`src/rtl/tiny86_trace_pkg.sv`:
```
// Constants shared by the trace loader and the register-file decoder:
// register width, step size and the trace-order slot numbers.
package tiny86_trace_pkg;

    localparam int REG_W      = 32;
    localparam int NUM_REGS   = 10;
    localparam int RAW_REGS_W = REG_W * NUM_REGS;

    localparam int SLOT_EAX    = 0;
    localparam int SLOT_EBX    = 1;
    localparam int SLOT_ECX    = 2;
    localparam int SLOT_EDX    = 3;
    localparam int SLOT_ESI    = 4;
    localparam int SLOT_EDI    = 5;
    localparam int SLOT_ESP    = 6;
    localparam int SLOT_EBP    = 7;
    localparam int SLOT_EIP    = 8;
    localparam int SLOT_EFLAGS = 9;

    // Top bit of a slot inside raw_regs; slot 0 (eax) sits in the MSBs.
    function automatic int slot_msb(input int slot);
        return RAW_REGS_W - 1 - REG_W * slot;
    endfunction

endpackage

```
`src/rtl/trace_regfile_loader.sv`:
```
// Assembles the per-step register trace into one raw_regs block and hands it
// to the decoder, resynchronising on the start-of-step marker.
module trace_regfile_loader #(
    parameter int WORD_W   = tiny86_trace_pkg::REG_W,
    parameter int NUM_REGS = tiny86_trace_pkg::NUM_REGS
) (
    input  logic                       clk,
    input  logic                       rst,
    input  logic                       in_valid,
    output logic                       in_ready,
    input  logic [WORD_W-1:0]          in_word,
    input  logic                       in_first,
    output logic                       out_valid,
    input  logic                       out_ready,
    output logic [WORD_W*NUM_REGS-1:0] raw_regs,
    output logic [31:0]                step_count,
    output logic                       err_resync
);

    localparam int IDX_W = (NUM_REGS > 1) ? $clog2(NUM_REGS) : 1;
    localparam logic [IDX_W-1:0] IDX_FIRST = IDX_W'(tiny86_trace_pkg::SLOT_EAX);
    localparam logic [IDX_W-1:0] IDX_LAST  = IDX_W'(NUM_REGS - 1);

    typedef enum logic {
        FILL = 1'b0,
        FULL = 1'b1
    } state_t;

    state_t             state, state_next;
    logic [IDX_W-1:0]   idx, idx_next;
    logic [WORD_W-1:0]  slots [NUM_REGS];

    logic               accept;
    logic               handoff;
    logic               slot_we;
    logic [IDX_W-1:0]   slot_sel;
    logic               step_done;
    logic               err_next;

    // NOTE: every signal driven here gets a default first, so no path leaves
    // one unassigned and no latch is inferred.
    always_comb begin
        state_next = state;
        idx_next   = idx;
        in_ready   = 1'b1;
        handoff    = 1'b0;
        slot_we    = 1'b0;
        slot_sel   = idx;
        err_next   = 1'b0;

        // FULL passes one word through only while the decoder is taking the
        // held block, since there is no second buffer.
        if (state == FULL) begin
            in_ready = out_ready;
            handoff  = out_ready;
        end

        accept = in_valid && in_ready;

        if (accept) begin
            if (in_first) begin
                slot_we  = 1'b1;
                slot_sel = IDX_FIRST;
                idx_next = IDX_FIRST + IDX_W'(1);
                err_next = (idx != IDX_FIRST);
            end else if (idx == IDX_FIRST) begin
                err_next = 1'b1;
            end else begin
                slot_we  = 1'b1;
                idx_next = idx + IDX_W'(1);
            end
        end

        step_done = slot_we && (slot_sel == IDX_LAST);
        if (step_done) begin
            idx_next = IDX_FIRST;
        end

        if (handoff) begin
            state_next = FILL;
        end
        if (step_done) begin
            state_next = FULL;
        end
    end

    // NOTE: sequential state uses non-blocking assignments only, so every
    // register samples pre-edge values regardless of statement order.
    always_ff @(posedge clk or posedge rst) begin
        if (rst) begin
            state      <= FILL;
            idx        <= IDX_FIRST;
            step_count <= '0;
            err_resync <= 1'b0;
        end else begin
            state      <= state_next;
            idx        <= idx_next;
            err_resync <= err_next;
            if (handoff) begin
                step_count <= step_count + 32'd1;
            end
        end
    end

    // NOTE: the slot storage is reset as well, because raw_regs must read
    // zero during reset; it is only 10 words, so the reset fan-out is cheap.
    always_ff @(posedge clk or posedge rst) begin
        if (rst) begin
            for (int k = 0; k < NUM_REGS; k++) begin
                slots[k] <= '0;
            end
        end else if (slot_we) begin
            slots[slot_sel] <= in_word;
        end
    end

    assign out_valid = (state == FULL);

    always_comb begin
        raw_regs = '0;
        for (int k = 0; k < NUM_REGS; k++) begin
            raw_regs[WORD_W*(NUM_REGS-k)-1 -: WORD_W] = slots[k];
        end
    end

endmodule

```
`config.mk`:
```
export PLATFORM = sky130hd
export DESIGN_NAME = trace_regfile_loader
export DESIGN_NICKNAME = d
export VERILOG_FILES = /design/src/rtl/tiny86_trace_pkg.sv /design/src/rtl/trace_regfile_loader.sv
export SDC_FILE = /design/constraint.sdc
export NUM_CORES = 1
export LEC_CHECK = 0
export BUFFER_PORTS_ARGS = -buffer_cell sky130_fd_sc_hd__buf_4
export CAP_MARGIN = 20
export CORE_ASPECT_RATIO = 1.25
export CORE_MARGIN = 10
export CORE_UTILIZATION = 44
export CTS_CLUSTER_SIZE = 28
export DETAILED_ROUTE_END_ITERATION = 16
export PLACE_DENSITY = 0.69
export SLEW_MARGIN = 20
export SYNTH_ARGS = -nofsm -noshare
export SYNTH_HDL_FRONTEND = slang
export SYNTH_SLANG_ARGS = --single-unit
```
`constraint.sdc`:
```
create_clock -name clk -period 11.6 [get_ports clk]
set_clock_uncertainty 0.2 [all_clocks]
set_input_delay 2.32 -clock clk [delete_from_list [all_inputs] [get_ports clk]]
set_output_delay 2.32 -clock clk [all_outputs]
set_load 0.005 [all_outputs]
```
==> impl_results.md <==
- Run status: complete, no violations
- Fmax: 0.185 GHz
- Vias per cell: 5.13
- Final Max Slew Viols: 0
- I/O Pins: just under 400
- Ys Warns: 0
- Post-synthesis cell count: 890
- CP required: 9.08 ns
- Routability-driven placement congestion ratio: 0.798
- Design area: around 0.019 mm^2
- Die footprint: 0.0393 mm^2
- CTS tree: built
- Setup_tns: 0 ns
- RSZ-0062 raised after global routing: false
- Simple-gate share of the synthesized area: 3.79%
- Synthesized area: between 0.01 and 0.015 mm^2
- Share of the clock period used by the worst path: approximately 47%
- Final min period: 5.40 ns
- Sequential element share of the synthesized area: between 60% and 70%
- Area of placed instances: 0.0173 mm^2
- Worst-case clock buffer depth: 3
- Crit-path cells: buf_4 > nor2b_4 > clkinv_2 > buf_4
- Endpoint class of the critical path: primary output
- Post-CTS Hold Fix Bufs: 0
- Nets: 1304
- Post-Route WL: 40.4 mm
- Endpoints failing setup: 0
- CTS Root Cell: clkbuf_16
- DRT iter0 DRCs: 450
- Clock sinks: roughly 360
- Lkg Pwr: 0.00943 uW
- CP max stage cell: buf_4
- Commonest non-fill, non-tap cells in the layout: 398 x buf_4, 358 x dfrtp_1, 276 x mux2_2, 39 x clkbuf_16, 30 x mux2_4
- Dpl hpwl: 28.7 mm
- Core area: 0.0312 mm^2
- Critical path data arrival time: 2.88 ns
- Synth-to-layout area growth: 33.6%
- H-tree depth: 2
- Largest net degree at the start of global routing: 192
- CP peak stage delay: between 0.15 and 0.2 ns
- Commonest non-fill, non-tap cell in the layout: buf_4
- Synthesized Nets: slightly above 900
- Mean Syn Cell Area: 15.7 um^2
- Post-CTS Resized: 0
- Initial Utilization: 44.8%
- Total grt overflow: 0
- Total number of vias: 8715
- First-pass DRT Iterations: 6
- Hold violation count in the final report: 0
- CTS Buf Count: 37
- IO Port Bufs: 391
- WL/cell: 23.8 um
- Startpoint Class: input port
- Hold path cells: 1
- Synth Area in XOR/XNOR: between 1.5 and 2%
- Critical path fanouts, max: 5
- Gr usage total: about a fifth
- Hold WS: 0.284 ns
- Setup Crit Path Kind: in2out
- Number of synthesized register bits: ~360
- Max-Cap Viols: 0
- Worst-path clk slew: 0.06 ns
- Main combinational cell family by area after synthesis: multiplexers
- Hold_sp: step_count[31]$_DFFE_PP0P_
- Clk_lat worst skew: a little over 0.5 ns
- Global-route wire length before repair: between 50 and 60 mm
- Proportion of synthesized area in mux cells: 26.7%
- Pwr Density: 261 mW/mm^2
- Most used cell, CP: buf_4
- Reg2Reg Capture Point: raw_regs[174]$_DFFE_PP0P_
- Die Span Y: between 200 and 250 um
- Via count of the first global-routing pass: 9309
- Core Rows: 72
- Synth Area in Adders: 0.358%
- Relative slew margins: between 20% and 30%
- Antenna violations before repair: 1
- Worst vdd ir: approximately 0.18 mV
- Hold Path Class: reg2reg
- Min-Delay Endpoint: step_count[31]$_DFFE_PP0P_
- Count of cell types in the netlist: 39
- Post-DRT Antenna Nets: 0
- Synth Area in Compound Gates: 0.421%
- Setup bufs post-CTS: 0
- Die W: 179 um
- DRC viols: 0
- Layout cell share with drive strength beyond 1: 61.0%
- R2R Setup Slk: 8.01 ns
- FF-to-FF path depth: 10
- Post-synth EDFFs: 0
- Main synth FF type: dfrtp_1
- Worst-Margin Slew: 1.11 ns
- Reg2reg start: idx[0]$_DFFE_PP0P_
- Synth async-reset ratio: 100%
==> cells by family (layout without fill, tap and decap cells) <==
kind of cell / after synthesis / in the layout
compound gates: 9 / 9
xor+xnor: 31 / 31
mux: 321 / 321
other cells: 0 / 1
simple gates: 90 / 90
fa+ha+maj: 4 / 4
buf+inv: 77 / 478
flops: 358 / 358
==> report_power, final <==
| group | leakage (uW) | internal [uW] | switching [uW] | total (uW) |
|---|---|---|---|---|
| Clock | 0.000669 | 822 | 485 | 1310 |
| Sequential | 0.00466 | 1710 | 276 | 1990 |
| Combinational | 0.00410 | 976 | 606 | 1580 |
| Total | 0.00943 | 3510 | 1370 | 4880 |
==> cell type report <==
type                    instances  area, um^2
repair buffers                403        3110
clock inverters                13         244
diodes                          1        2.50
well taps                     407         509
clock buffers                  54        1110
multi-input cells             455        4700
flip-flops and latches        358        8960
inverters                       8        35.0
fillers                      2509       12500
==> worst max path at each step <==
stage	startpoint	to	slack (ns)	depth (start not counted)
5_1_grt	out_ready	in_ready	6.16	4
3_3_place_gp	out_ready	in_ready	6.20	4
6_report	out_ready	in_ready	6.20	4
4_1_cts	out_ready	in_ready	6.20	4
2_1_floorplan	rst	err_resync$_DFF_PP0_	4.28	1
3_5_place_dp	out_ready	in_ready	6.19	4
==> cell usage after synthesis, types with 4 or more instances <==
master     n  area [um^2]
mux2_1    15          169
xor2_1     4         35.0
nor3_1     4         20.0
buf_2     23          115
ha_1       4         50.1
nand4_1   18          113
buf_6      4         45.0
inv_1      7         26.3
dfrtp_1  358         8960
buf_1     32          120
nor2b_1    4         25.0
and3_1     5         31.3
nor2_1    12         45.0
buf_4      7         52.6
xnor2_1   27          236
nand3_1   14         70.1
nand2_1   13         48.8
mux2_2   276         3110
mux2_4    30          450
==> registers in the layout (all words and copies together) (netlist names) <==
| name | cells |
|---|---|
| err_resync | 1 |
| raw_regs | 320 |
| out_valid | 1 |
| step_count | 32 |
| idx | 4 |
==> per-stage QoR <==
step | worst slack (ns) | total power (uW) | instances | util, %
floorplan | 4.28 | 2600 | 890 | -
global placement | 6.20 | 3570 | 1628 | 55.2
detailed placement | 6.19 | 3620 | 1630 | 55.4
CTS | 6.20 | 4940 | 1697 | 59.8
global route | 6.16 | 5130 | 1699 | 59.9
finish | 6.20 | 4880 | 1699 | 59.9
==> metal layers <==
metal  wire length, um  global-route usage, %  vias to the layer above  part of all wire [%]
met4              1010                   5.89                        0                   2.5
met3              3660                   7.20                       47                   9.1
met2             20400                   33.7                      294                    50
li1                  -                      -                     3845                     -
met1             15300                   23.0                     4529                    38
met5                 0                      0                        -                     0
==> critical path, delay by kind of cell <==
kind	cells	cell delay, ns
buffers and inverters	3	0.42
AND/OR/NAND/NOR	1	0.14
Note: power is estimated with default switching activity, not from simulation.
